===== src/rtl/dsp_cmd_pkg.sv =====
// Opcodes, field widths and frame-length rules shared by the command encoder and the engine-side decoder.
// No logic; both ends derive frame sizes from the same function so they cannot disagree.
package dsp_cmd_pkg;

    localparam logic [7:0] CMD_WRITE_INSTR  = 8'h01;
    localparam logic [7:0] CMD_WRITE_REG    = 8'h02;
    localparam logic [7:0] CMD_UPDATE_REG   = 8'h03;
    localparam logic [7:0] CMD_COMMIT       = 8'h04;
    localparam logic [7:0] CMD_ALLOC_DELAY  = 8'h05;
    localparam logic [7:0] CMD_SWAP         = 8'h06;
    localparam logic [7:0] CMD_RESET_PIPE   = 8'h07;
    localparam logic [7:0] CMD_SET_IN_GAIN  = 8'h08;
    localparam logic [7:0] CMD_SET_OUT_GAIN = 8'h09;

    localparam int OPCODE_W = 8;
    localparam int BLOCK_W  = 8;
    localparam int REG_W    = 4;
    localparam int DELAY_W  = 32;

    // Total bytes on the wire including the opcode; 0 marks an unknown opcode.
    function automatic int frame_len(input logic [7:0] opcode, input int data_bytes,
                                     input int instr_bytes);
        case (opcode)
            CMD_WRITE_INSTR:                   frame_len = 2 + instr_bytes;
            CMD_WRITE_REG, CMD_UPDATE_REG:     frame_len = 3 + data_bytes;
            CMD_COMMIT, CMD_SWAP,
            CMD_RESET_PIPE:                    frame_len = 1;
            CMD_ALLOC_DELAY:                   frame_len = 2 + DELAY_W / 8;
            CMD_SET_IN_GAIN, CMD_SET_OUT_GAIN: frame_len = 1 + data_bytes;
            default:                           frame_len = 0;
        endcase
    endfunction

    function automatic int max_frame_len(input int data_bytes, input int instr_bytes);
        int m;
        m = 2 + instr_bytes;
        if (3 + data_bytes > m)  m = 3 + data_bytes;
        if (2 + DELAY_W / 8 > m) m = 2 + DELAY_W / 8;
        return m;
    endfunction

endpackage


===== src/rtl/cmd_shift_tx.sv =====
// Parallel-load frame register that presents its top byte and shifts left one byte per emit.
// Latency: top_byte valid the cycle after load; backpressure is the caller withholding shift.
// Counter is armed separately so the length can be latched with the frame and started one cycle later.
module cmd_shift_tx #(
    parameter int FRAME_BYTES = 6,
    parameter int CNT_W       = 3
) (
    input  logic                     clk,
    input  logic                     reset,
    input  logic                     load,
    input  logic [FRAME_BYTES*8-1:0] load_frame,
    input  logic [CNT_W-1:0]         load_len,
    input  logic                     arm,
    input  logic                     shift,
    output logic [7:0]               top_byte,
    output logic                     last
);

    localparam int FRAME_W = FRAME_BYTES * 8;

    logic [FRAME_W-1:0] shreg;
    logic [CNT_W-1:0]   len_q;
    logic [CNT_W-1:0]   cnt;

    always_ff @(posedge clk) begin
        if (reset) begin
            shreg <= '0;
            len_q <= '0;
            cnt   <= '0;
        end else begin
            if (load) begin
                shreg <= load_frame;
                len_q <= load_len;
            end else if (shift) begin
                shreg <= {shreg[FRAME_W-9:0], 8'h00};
            end

            if (arm) begin
                cnt <= len_q;
            end else if (shift) begin
                cnt <= cnt - CNT_W'(1);
            end
        end
    end

    assign top_byte = shreg[FRAME_W-1 -: 8];
    assign last     = (cnt == CNT_W'(1));

endmodule


===== src/rtl/dsp_command_encoder.sv =====
// Serialises one structured engine command per handshake into MSB-first framed bytes.
// Latency: first byte strobe 2 cycles after the accepting edge, then at most one byte every 2 cycles.
// Backpressure: req_ready low for the whole frame; emission stalls while the engine FIFO lacks headroom.
module dsp_command_encoder
    import dsp_cmd_pkg::*;
#(
    parameter int n_blocks        = 255,
    parameter int data_width      = 16,
    parameter int instr_width     = 32,
    parameter int spi_fifo_length = 32,
    parameter int fifo_margin     = 2
) (
    input  logic                               clk,
    input  logic                               reset,
    input  logic                               req_valid,
    output logic                               req_ready,
    input  logic [OPCODE_W-1:0]                req_opcode,
    input  logic [BLOCK_W-1:0]                 req_block,
    input  logic [REG_W-1:0]                   req_reg,
    input  logic [data_width-1:0]              req_data,
    input  logic [DELAY_W-1:0]                 req_delay,
    input  logic [instr_width-1:0]             req_instr,
    input  logic [$clog2(spi_fifo_length):0]   fifo_count,
    output logic [7:0]                         cmd_byte,
    output logic                               cmd_byte_valid,
    output logic                               bad_opcode,
    output logic                               busy
);

    localparam int DATA_BYTES  = data_width / 8;
    localparam int INSTR_BYTES = instr_width / 8;
    localparam int FRAME_BYTES = max_frame_len(DATA_BYTES, INSTR_BYTES);
    localparam int FRAME_W     = FRAME_BYTES * 8;
    localparam int CNT_W       = $clog2(FRAME_BYTES + 1);

    generate
        if (n_blocks < 1 || n_blocks > 256 || data_width % 8 != 0 || instr_width % 8 != 0) begin : g_bad_params
            $error("dsp_command_encoder: unsupported parameter combination");
        end
    endgenerate

    typedef enum logic [1:0] {ST_IDLE, ST_LOAD, ST_EMIT} state_t;

    state_t             state, state_next;
    logic [FRAME_W-1:0] frame;
    int                 req_len;
    logic               accept, drop, arm, emit, room, last;
    logic [7:0]         top_byte;

    // Frames are left-aligned so the opcode is always the first byte shifted out.
    always_comb begin
        frame = '0;
        case (req_opcode)
            CMD_WRITE_INSTR:
                frame[FRAME_W-1 -: 16+instr_width] = {req_opcode, req_block, req_instr};
            CMD_WRITE_REG, CMD_UPDATE_REG:
                frame[FRAME_W-1 -: 24+data_width] = {req_opcode, req_block, 4'h0, req_reg, req_data};
            CMD_ALLOC_DELAY:
                frame[FRAME_W-1 -: 16+DELAY_W] = {req_opcode, req_block, req_delay};
            CMD_SET_IN_GAIN, CMD_SET_OUT_GAIN:
                frame[FRAME_W-1 -: 8+data_width] = {req_opcode, req_data};
            default:
                frame[FRAME_W-1 -: 8] = req_opcode;
        endcase
    end

    assign req_len = frame_len(req_opcode, DATA_BYTES, INSTR_BYTES);
    // Counts at or above the depth fail this test too, so an overfull report is simply "no room".
    assign room    = (int'(fifo_count) + fifo_margin) < spi_fifo_length;

    always_ff @(posedge clk) begin
        if (reset) state <= ST_IDLE;
        else       state <= state_next;
    end

    always_comb begin
        state_next = state;
        accept     = 1'b0;
        drop       = 1'b0;
        arm        = 1'b0;
        emit       = 1'b0;
        case (state)
            ST_IDLE: begin
                if (req_valid) begin
                    if (req_len != 0) begin
                        accept     = 1'b1;
                        state_next = ST_LOAD;
                    end else begin
                        drop = 1'b1;
                    end
                end
            end
            ST_LOAD: begin
                arm        = 1'b1;
                state_next = ST_EMIT;
            end
            ST_EMIT: begin
                // Skipping the cycle after a strobe lets fifo_count reflect that byte first.
                if (room && !cmd_byte_valid) begin
                    emit = 1'b1;
                    if (last) state_next = ST_IDLE;
                end
            end
            default: state_next = ST_IDLE;
        endcase
    end

    assign req_ready = (state == ST_IDLE);
    assign busy      = (state != ST_IDLE);

    cmd_shift_tx #(
        .FRAME_BYTES (FRAME_BYTES),
        .CNT_W       (CNT_W)
    ) u_shift_tx (
        .clk        (clk),
        .reset      (reset),
        .load       (accept),
        .load_frame (frame),
        .load_len   (CNT_W'(req_len)),
        .arm        (arm),
        .shift      (emit),
        .top_byte   (top_byte),
        .last       (last)
    );

    always_ff @(posedge clk) begin
        if (reset) begin
            cmd_byte       <= '0;
            cmd_byte_valid <= 1'b0;
            bad_opcode     <= 1'b0;
        end else begin
            cmd_byte_valid <= emit;
            bad_opcode     <= drop;
            if (emit) cmd_byte <= top_byte;
        end
    end

endmodule


===== config.mk =====
export PLATFORM = sky130hd
export DESIGN_NAME = dsp_command_encoder
export DESIGN_NICKNAME = d
export VERILOG_FILES = /design/src/rtl/dsp_cmd_pkg.sv /design/src/rtl/cmd_shift_tx.sv /design/src/rtl/dsp_command_encoder.sv
export SDC_FILE = /design/constraint.sdc
export NUM_CORES = 1
export LEC_CHECK = 0
export CAP_MARGIN = 15
export CORE_ASPECT_RATIO = 0.9
export CORE_UTILIZATION = 25
export DETAILED_ROUTE_END_ITERATION = 7
export PLACE_DENSITY = 0.46
export SKIP_LAST_GASP = 1
export SLEW_MARGIN = 20
export SYNTH_ARGS = -nofsm -noshare
export SYNTH_HDL_FRONTEND = slang
export SYNTH_SLANG_ARGS = --single-unit

===== constraint.sdc =====
create_clock -name clk -period 5.6 [get_ports clk]
set_input_delay 1.12 -clock clk [delete_from_list [all_inputs] [get_ports clk]]
set_output_delay 1.12 -clock clk [all_outputs]
set_load 0.005 [all_outputs]

==> summary.log <==
INFO  global_route   gr-usage-met2=0.282
INFO  worst_setup_path worstRegToRegCells=4
INFO  global_route   antenna_found_initial=0
INFO  power_and_ir_drop power_density=216nW/um^2
INFO  floorplanning  placeableCoreArea=15,600um^2
INFO  worst_setup_path worst-setup-path-type=in -> reg
INFO  worst_setup_path r2r_slack=3.44ns
INFO  timing         fmaxAchievable=269MHz
INFO  floorplanning  top_level_ports=121
INFO  synthesis      area_of_the_mapped_netlist=4030um^2
INFO  synthesis      yosys_register_bits=66
INFO  timing         report.final.hold_viol_count=0
INFO  synthesis      yosysSeqAreaShare=0.328
INFO  global_route   grt_util_met1=0.206
INFO  power_and_ir_drop worst_ir_drop_vdd=0.000127V
INFO  final_layout   design.final.nets=700
INFO  power_and_ir_drop sequentialPowerShare=0.397
INFO  synthesis      mappedNetlistNets=612
INFO  worst_setup_path critical_path.endpoint_type=flip-flop
INFO  timing         finClkSkew=0.00363ns
INFO  floorplanning  die-area=16,600um^2
INFO  synthesis      synth_edf_count=0
INFO  clock_network  postCtsSetupBuffers=0
INFO  clock_network  cts_tree=built
INFO  global_route   gr-total-overflow=0
INFO  clock_network  tritoncts_num_sinks=66
INFO  worst_setup_path crit_path_end=u_shift_tx.shreg[26]$_SDFFE_PP0P_
INFO  synthesis      synth_cells=501
INFO  global_route   grt_first_pass_wirelength=21,000um
INFO  placement      dpl.hpwl=8880um
INFO  floorplanning  die-height=122um
INFO  final_layout   filler_cell_count=1,651
INFO  synthesis      yosysMostFrequentCell=sky130_fd_sc_hd__dfxtp_1
INFO  clock_network  numCtsBuffers=9
INFO  status         run_status=finished, final reports clean
INFO  hold_path      min_path_type=reg -> reg
INFO  power_and_ir_drop pwr-share-comb=0.151
INFO  clock_network  post_cts_resize_count=0
INFO  power_and_ir_drop power.total=1210uW
INFO  global_route   track_usage=0.162
INFO  worst_setup_path type_of_element_launching_the_critical_path=primary input
INFO  floorplanning  initial_utilization=0.258
INFO  power_and_ir_drop intPower=918uW
INFO  global_route   maximum_number_of_pins_on_one_net_before_global_route_repair=59
INFO  worst_setup_path worstReg2RegEnd=u_shift_tx.shreg[26]$_SDFFE_PP0P_
INFO  final_layout   fraction_of_layout_instances_using_a_drive_strength_above_1=0.0960
INFO  placement      gp_routability_congestion=0.742
INFO  synthesis      synthesis.area_per_instance=8.04um^2
INFO  synthesis      synth_top_area_cell=sky130_fd_sc_hd__dfxtp_1
INFO  timing         number_of_setup_violations_in_the_final_report=0
INFO  global_route   grt.met3_usage=0.0293
INFO  drt            drt_first_iter_violations=239
INFO  final_layout   antenna_diode_count=0
INFO  clock_network  clock_tree.buffer_depth=2
INFO  power_and_ir_drop leakagePower=0.00183uW
INFO  drt            firstDrtPassIters=4
INFO  global_route   globalRoute.busiestLayer=met2
INFO  job            max_cap_violation_count=0
INFO  drt            drt-total-wl=13,000um
INFO  drt            wire_per_inst=16.3um
INFO  timing         grt_setup_unrepaired=no
INFO  clock_network  root_buffer=sky130_fd_sc_hd__clkbuf_16
INFO  synthesis      postSynth.topFlopCell=sky130_fd_sc_hd__dfxtp_1
INFO  worst_setup_path worst_setup_path_startpoint=req_opcode[2]
INFO  power_and_ir_drop swShare=0.238
INFO  drt            detail-route-antenna-nets=0
INFO  timing         layout_worst_path_cycle_share=0.665
INFO  worst_setup_path critPathRequiredTime=5.84ns
INFO  final_layout   syn2layout_area_growth=38.4%
INFO  global_route   grt_pass1_vias=4,029
INFO  timing         worst_slew_pin_slew=1.03ns
INFO  worst_setup_path crit_fanout=22
INFO  synthesis      synthArstFlopShare=0
INFO  worst_setup_path worstPathArrival=3.96ns
INFO  synthesis      synth_top_area_frac=0.328
INFO  timing         worst_slew_margin_rel=0.314
INFO  floorplanning  placementRows=43
INFO  timing         fin_tns_setup=0ns
INFO  timing         min_period=3.72ns
INFO  synthesis      yosysWarningCount=0
INFO  floorplanning  die_width=136um
INFO  placement      io_buffers=119
INFO  clock_network  htree_levels=3
INFO  drt            route.detailed.drc=0
INFO  drt            detail_route.vias_per_cell=5.04
INFO  worst_setup_path rr_startpoint=state[0]$_SDFFE_PP0P_
INFO  synthesis      synth_commonest_cells=sky130_fd_sc_hd__dfxtp_1 (66), sky130_fd_sc_hd__a21oi_1 (52), sky130_fd_sc_hd__nand2_1 (46), sky130_fd_sc_hd__o21ai_0 (45), sky130_fd_sc_hd__nand3b_1 (40)
INFO  hold_path      min_path_cells=2
INFO  timing         slew_viol_final=0
INFO  clock_network  clk_transition_reported_paths=0.05ns
INFO  synthesis      synth_cell_types=49
INFO  clock_network  cts_hold_buf=0
INFO  power_and_ir_drop share_clk_of_total_power=0.452
INFO  clock_network  worstSkewPairLatency=0.33ns
INFO  drt            route.vias.total=4,010
INFO  synthesis      synth_area_leaders=sky130_fd_sc_hd__dfxtp_1 (33%), sky130_fd_sc_hd__nand3b_1 (7.5%), sky130_fd_sc_hd__a21oi_1 (6.5%), sky130_fd_sc_hd__o21ai_0 (5.6%), sky130_fd_sc_hd__nand2_1 (4.3%)
INFO  power_and_ir_drop total_switching_power=287uW
[worst max-delay path, cell delays in order]
cell	delay (ns)
sky130_fd_sc_hd__clkdlybuf4s50_1	0.87
sky130_fd_sc_hd__or2_2	0.70
sky130_fd_sc_hd__o2bb2ai_2	0.74
sky130_fd_sc_hd__o211ai_1	0.25
sky130_fd_sc_hd__a211oi_1	0.28
[final cells by class]
type	instances	area (um^2)	share of cell area
inverters	6	22.5	0.00404
clock buffers	10	229	0.0411
repair buffers	127	1250	0.224
clock inverters	6	57.6	0.0103
flip-flops and latches	66	1320	0.237
multi-input cells	379	2450	0.439
well taps	202	253	0.0453
[cell usage in the layout, fill, tap and decap left out, types with 3 or more instances in the layout]
cell type                         instances
sky130_fd_sc_hd__nor3b_1                 10
sky130_fd_sc_hd__a21oi_1                 52
sky130_fd_sc_hd__o21ai_2                  9
sky130_fd_sc_hd__dfxtp_1                 66
sky130_fd_sc_hd__nand3_1                 10
sky130_fd_sc_hd__clkdlybuf4s50_1        118
sky130_fd_sc_hd__o211ai_1                12
sky130_fd_sc_hd__buf_4                    8
sky130_fd_sc_hd__o21ai_0                 45
sky130_fd_sc_hd__o31ai_1                  6
sky130_fd_sc_hd__o2bb2ai_1               12
sky130_fd_sc_hd__a211oi_2                 9
sky130_fd_sc_hd__mux2i_1                 16
sky130_fd_sc_hd__nor2_1                  13
sky130_fd_sc_hd__nand2_1                 46
sky130_fd_sc_hd__and2_1                  17
sky130_fd_sc_hd__nand2b_1                 3
sky130_fd_sc_hd__inv_1                    6
sky130_fd_sc_hd__a211oi_1                18
sky130_fd_sc_hd__a31oi_1                  3
sky130_fd_sc_hd__clkinv_2                 4
sky130_fd_sc_hd__clkbuf_16                9
sky130_fd_sc_hd__nor3_1                  27
sky130_fd_sc_hd__nand3b_1                40
[sequential cells by signal, indices dropped and copies added (netlist names)]
register	count
state	2
u_shift_tx.len_q	3
cmd_byte_valid	1
bad_opcode	1
cmd_byte	8
u_shift_tx.shreg	48
u_shift_tx.cnt	3
[worst min path at each step]
stage | from | end | slack (ns)
finish | u_shift_tx.shreg[41]$_SDFFE_PP0P_ | cmd_byte[1]$_SDFFE_PP0P_ | 0.45
global route | u_shift_tx.shreg[41]$_SDFFE_PP0P_ | cmd_byte[1]$_SDFFE_PP0P_ | 0.46
CTS | u_shift_tx.shreg[41]$_SDFFE_PP0P_ | cmd_byte[1]$_SDFFE_PP0P_ | 0.45
detailed placement | u_shift_tx.shreg[3]$_SDFFE_PP0P_ | u_shift_tx.shreg[3]$_SDFFE_PP0P_ | 0.44
global placement | u_shift_tx.shreg[3]$_SDFFE_PP0P_ | u_shift_tx.shreg[3]$_SDFFE_PP0P_ | 0.44
floorplan | u_shift_tx.shreg[0]$_SDFFE_PP0P_ | u_shift_tx.shreg[0]$_SDFFE_PP0P_ | 0.43
[kinds of logic (layout without fill, tap and decap cells)]
kind of cell               Yosys count  in the layout  synth area share
and+or+nand+nor                    185            185             0.265
muxes                               17             17            0.0426
AOI/OAI and AO/OA                  175            175             0.291
adders and majority gates            2              2           0.00621
DFF                                 66             66             0.328
buffers and inverters               56            149            0.0671
[power groups by stage]
stage          Combinational [uW]  Clock, uW  Sequential [uW]
2_1_floorplan                81.9          0              488
3_5_place_dp                  182          0              489
3_3_place_gp                  181          0              489
6_report                      182        544              479
4_1_cts                       183        557              479
5_1_grt                       198        575              480
[through the flow]
stage                util  cell area, um^2  setup slack [ns]  instances  hold slack, ns
floorplan               -             4030              3.03        501           0.427
CTS                 0.357             5570              1.70        796           0.454
detailed placement  0.338             5280              1.34        780           0.443
global placement    0.338             5280              1.42        780           0.444
global route        0.357             5580              1.64        796           0.461
finish              0.357             5580              1.88        796           0.451
[metal layers]
layer | up-vias | wire, um
met5 | - | 0
met4 | 0 | 121
met3 | 14 | 402
met2 | 84 | 6380
met1 | 1895 | 6100
li1 | 2017 | -
(Power assumes the default switching activity.)
==> RTL change 1 (config.mk and constraints unchanged) <==
The parameter `data_width` goes from 16 to 64.
--- a/src/rtl/dsp_command_encoder.sv
+++ b/src/rtl/dsp_command_encoder.sv
@@ -5,7 +5,7 @@
     import dsp_cmd_pkg::*;
 #(
     parameter int n_blocks        = 255,
-    parameter int data_width      = 16,
+    parameter int data_width      = 64,
     parameter int instr_width     = 32,
     parameter int spi_fifo_length = 32,
     parameter int fifo_margin     = 2
Interface: changed (resized req_data); port bits go from 121 to 169. No check against the original RTL was run, so the function may have changed too.
==> RTL change 1 against the unedited design <==
Area after synthesis up 72%; worst hold slack better by 5.4 ps; wire length increased by 100%; sequential cell count rose by 42; cell area rose by 62%; total power increased by 48%; worst setup slack lost 160 ps; maximum frequency is 4.0% lower; critical path type unchanged.
==> RTL change 1: results (changes against the unedited design) <==
outcome:
  status: "finished clean"  # unchanged
grt:
  first_global_vias: 6554  # was 4,029
  grtUsageMet1_pct: 27.1  # was 20.6%
  track_usage_pct: 18.3  # was 16.2%
  grt_start_max_net_pins: 61  # was 59
  met2_usage_pct: 26.6  # was 28.2%
  grtUsageMet3_pct: 4.31  # was 2.93%
  grt_pass1_wl_mm: 39.8  # was 21.0 mm
pwr:
  peakVddDrop_mv: 0.139  # was 0.127 mV
  p_leak_nw: 2.81  # was 1.83 nW
cts:
  cts.clk_slew.worst_paths_ps: 80  # was 50 ps
  clock_latency_ps: 370  # was 330 ps
  numCtsBuffers: 9  # unchanged
  cts_buffer_depth: 2  # unchanged
place:
  hpwl_mm: 17.6  # was 8.88 mm
  io_buffers: 167  # was 119
  gp_congestion: 0.785  # was 0.742
logic_synthesis:
  synth_mux_area_share_pct: 5.37  # was 4.26%
  synthTopCellsByArea: "dfxtp_1 31%, nand3b_1 6.7%, a221oi_2 6.1%"  # was dfxtp_1 33%, nand3b_1 7.5%, a21oi_1 6.5%
  synthTopCellsByCount: "108 x dfxtp_1, 76 x nand2_1, 67 x inv_1, 62 x nand3b_1, 52 x clkbuf_1"  # was 66 x dfxtp_1, 52 x a21oi_1, 46 x nand2_1, 45 x o21ai_0, 40 x nand3b_1
  yosys.area_share.adder_pct: 0.361  # was 0.621%
  ys_seq_area_share_pct: 31.2  # was 32.8%
  synth_cell_types: 49  # unchanged
  synth-xor-area-share_pct: 0.126  # was 0%
  synth_fp_nets: 988  # was 612
  synthArstFlopShare_pct: 0  # unchanged
  synth_compound_area_share_pct: 31.9  # was 29.1%
worst_setup_path:
  cp.arrival_ps: 4150  # was 3960 ps
  crit_slowest_cell: "nand4_4"  # was clkdlybuf4s50_1
  cp_top_family: "simple AND/OR/NAND/NOR gates"  # was compound AO/OA/AOI/OAI gates
  crit_fanout: 60  # was 22
  startpoint: "req_opcode[4]"  # was req_opcode[2]
  r2r_start: "state[1]"  # was state[0]
cells_and_area:
  final_nets: 1084  # was 700
  drive_above_1_share_pct: 10.5  # was 9.60%
  reg.largest.list: "u_shift_tx.shreg (88), cmd_byte (8)"  # was u_shift_tx.shreg (48), cmd_byte (8)
  fill_cells: 2884  # was 1,651
  antenna_cells: 0  # unchanged
hold_path:
  hp-class: "register to register"  # unchanged
  worstHoldStart: "u_shift_tx.shreg[86]"  # was u_shift_tx.shreg[41]
timing:
  worst_clock_skew_ps: 11.2  # was 3.63 ps
  max_slew.worst_pin.slew_ps: 1080  # was 1030 ps
  slew_viol_final: 0  # unchanged
route:
  vias_per_cell: 5.29  # was 5.04
  first_pass_iters: 5  # was 4
  drt_wl_total_mm: 26.2  # was 13.0 mm
  drt_iter0_drc: 571  # was 239
==> RTL change 1: cell types whose count changed after synthesis, moves of 19 or more <==
cell,unedited run,this run
mux2i_1,16,36
a311oi_1,1,20
inv_1,6,67
nand3b_1,40,62
clkbuf_1,29,52
buf_2,10,32
o221ai_1,0,32
a221oi_1,0,20
a221oi_2,0,28
a211oi_1,18,38
nand2_1,46,76
dfxtp_1,66,108
==> RTL change 1: per-layer routing <==
metal  vias to the layer above  part of all wire, %
li1                       3295                    -
met1                      3255                   49
met2                       232                   43
met3                        15                  7.0
met4                         0                 0.99
met5                         -                    0
==> RTL change 1: cells by family after synthesis <==
kind of cell,count (synthesis)
muxes,37
and+or+nand+nor,242
xor gates and xnor gates,1
buffers and inverters,166
AOI/OAI and AO/OA,273
DFF,108
adders and majority gates,2
==> RTL change 1: worst paths after layout <==
| kind | to | slack (ps) | depth (start not counted) |
|---|---|---|---|
| max | u_shift_tx.shreg[47] | 1720 | 6 |
| min | cmd_byte[6] | 460 | 2 |
| max reg2reg | u_shift_tx.shreg[47] | 2600 | 5 |
| min reg2reg | cmd_byte[6] | 460 | 2 |
==> RTL change 1: cell type report <==
cell class / count / area share, %
clock buffer: 9 / 2.49
clock inverter: 7 / 1.03
inverter: 67 / 2.79
multi-input combinational: 555 / 44.9
sequential: 108 / 23.9
tap: 354 / 4.91
timing repair buffer: 184 / 19.9
==> RTL change 1: report_power, final <==
part           leakage [nW]  total (W)  switching (W)  internal [W]
clock                 0.155   0.000703       0.000343      0.000360
sequential            0.872   0.000783     0.00000539      0.000778
combinational          1.78   0.000300       0.000153      0.000147
==> RTL change 1: tightest hold or removal path: stages, from the launching register on <==
cell	delay (ps)
dfxtp_1	320
nand2_1	50
a21oi_1	50
==> RTL change 1: metrics by stage <==
stage	instances	setup slack [ps]	area [um^2]	util, %	hold slack, ps
4_1_cts	1284	1650	9030	33.3	459
6_report	1284	1720	9030	33.3	457
3_3_place_gp	1268	1290	8710	32.1	444
5_1_grt	1284	1420	9030	33.3	476
3_5_place_dp	1268	1270	8710	32.1	447
2_1_floorplan	829	2970	6930	-	432
==> RTL change 2 (same settings) <==
Made on the original files. Reset style: asynchronous (`reset`), changed in 3 clocked blocks.
--- a/src/rtl/cmd_shift_tx.sv
+++ b/src/rtl/cmd_shift_tx.sv
@@ -22,7 +22,7 @@
     logic [CNT_W-1:0]   len_q;
     logic [CNT_W-1:0]   cnt;
 
-    always_ff @(posedge clk) begin
+    always_ff @(posedge clk or posedge reset) begin
         if (reset) begin
             shreg <= '0;
             len_q <= '0;
--- a/src/rtl/dsp_command_encoder.sv
+++ b/src/rtl/dsp_command_encoder.sv
@@ -68,7 +68,7 @@
     // Counts at or above the depth fail this test too, so an overfull report is simply "no room".
     assign room    = (int'(fifo_count) + fifo_margin) < spi_fifo_length;
 
-    always_ff @(posedge clk) begin
+    always_ff @(posedge clk or posedge reset) begin
         if (reset) state <= ST_IDLE;
         else       state <= state_next;
     end
@@ -123,7 +123,7 @@
         .last       (last)
     );
 
-    always_ff @(posedge clk) begin
+    always_ff @(posedge clk or posedge reset) begin
         if (reset) begin
             cmd_byte       <= '0;
             cmd_byte_valid <= 1'b0;
Formal check against the unedited RTL: differs if reset is asserted again (counterexample within 4 cycles, from zero or initial values and one cycle with reset high); with reset held inactive, the same outputs for 10 cycles.
==> RTL change 2 against the unedited design <==
Cell area rose by 0.63%; wire length fell by 8.4%; core utilization grew 0.35 points; worst hold slack improved by 19 ps; critical path depth did not move; critical endpoint is now u_shift_tx.shreg[21]; area after synthesis decreased by 0.28%; critical path type unchanged; first-iteration DRC count shrank 41%; sequential cell count did not move; worst setup slack better by 110 ps; non-clock buffer count fell by 3.
Power is not compared: it rests on default switching activity, and its combinational part moved more than twofold at a synthesized area within 25%.
==> RTL change 2: results (changes against the unedited design) <==
outcome:
  status: "finished clean"  # unchanged
route:
  highest-signal-layer: "met4"  # unchanged
  wl_met1_mm: 5.78  # was 6.10 mm
  vias_per_cell: 4.79  # was 5.04
  wl_met2_mm: 5.55  # was 6.38 mm
  drt_iter0_drc: 142  # was 239
  dr_wl_met3_um: 460  # was 402 um
  drt_wl_total_mm: 11.9  # was 13.0 mm
logic_synthesis:
  synth-xor-area-share_pct: 0.436  # was 0%
  yosys.area_share.adder_pct: 0.623  # was 0.621%
  synth_cell_types: 56  # was 49
  synth_mux_area_share_pct: 7.60  # was 4.26%
  synthTopCellsByArea: "dfrtp_1 41%, mux2i_1 6.5%, o2bb2ai_1 5.2%"  # was dfxtp_1 33%, nand3b_1 7.5%, a21oi_1 6.5%
  ys_warn_count: 0  # unchanged
  synthTopCellsByCount: "66 x dfrtp_1, 49 x nand2_1, 26 x mux2i_1, 24 x o2bb2ai_1, 20 x a2bb2oi_1"  # was 66 x dfxtp_1, 52 x a21oi_1, 46 x nand2_1, 45 x o21ai_0, 40 x nand3b_1
  synth_compound_area_share_pct: 28.4  # was 29.1%
  synthArstFlopShare_pct: 100  # was 0%
cells_and_area:
  seq_share_pct: 29.4  # was 23.7%
  antenna_cells: 0  # unchanged
  design.seq.count: 66  # unchanged
  buffers: 124  # was 127
  inv_count: 10  # was 6
  multi_input_area_share_pct: 37.6  # was 43.9%
  drive_above_1_share_pct: 11.8  # was 9.60%
  final-clk-cell-share_pct: 5.87  # was 5.14%
  bufAreaShareNonClock_pct: 21.8  # was 22.4%
  fill_cells: 1556  # was 1,651
  final_nets: 607  # was 700
worst_setup_path:
  startpoint: "req_opcode[1]"  # was req_opcode[2]
  crit_end: "u_shift_tx.shreg[21]"  # was u_shift_tx.shreg[26]
  r2r_slack_ps: 3080  # was 3440 ps
  r2r_start: "state[1]"  # was state[0]
  slowest_delay_ps: 740  # was 870 ps
  cp_top_family: "simple AND/OR/NAND/NOR gates"  # was compound AO/OA/AOI/OAI gates
  cp.arrival_ps: 3870  # was 3960 ps
timing:
  slew_headroom_pct: 48.8  # was 31.4%
  holdWs_ps: 470  # was 451 ps
  worst_clock_skew_ps: 6.05  # was 3.63 ps
hold_path:
  min_to: "cmd_byte[3]"  # was cmd_byte[1]
  worstHoldStart: "cmd_byte[3]"  # was u_shift_tx.shreg[41]
place:
  gp_congestion: 0.781  # was 0.742
  hpwl_mm: 8.87  # was 8.88 mm
grt:
  grt_pass1_wl_mm: 19.1  # was 21.0 mm
  track_usage_pct: 15.3  # was 16.2%
  first_global_vias: 3480  # was 4,029
  grt_start_max_net_pins: 42  # was 59
cts:
  numCtsBuffers: 9  # unchanged
==> RTL change 2: layer usage <==
metal | global-route usage (%) | vias up
li1 | - | 1664
met1 | 20.0 | 1614
met3 | 3.43 | 12
met5 | 0 | -
met2 | 25.1 | 79
met4 | 4.42 | 0
==> RTL change 2: power by group through the flow <==
stage	Clock, W	Sequential (W)	Combinational (W)
2_1_floorplan	0	0.000759	0.000387
4_1_cts	0.000629	0.000787	0.000583
6_report	0.000619	0.000787	0.000575
5_1_grt	0.000655	0.000813	0.000636
3_3_place_gp	0	0.000790	0.000572
3_5_place_dp	0	0.000793	0.000582
==> RTL change 2: metrics by stage <==
step	instances	cell area, um^2	worst slack, ps
floorplan	394	4020	2830
global placement	687	5280	1690
detailed placement	687	5280	1630
CTS	703	5610	1990
global route	703	5610	1820
finish	703	5610	1980
==> RTL change 2: worst min-delay path, stage by stage (launching register included) <==
cell,delay (ps)
dfrtp_1,340
nand2_1,50
nand2_1,50
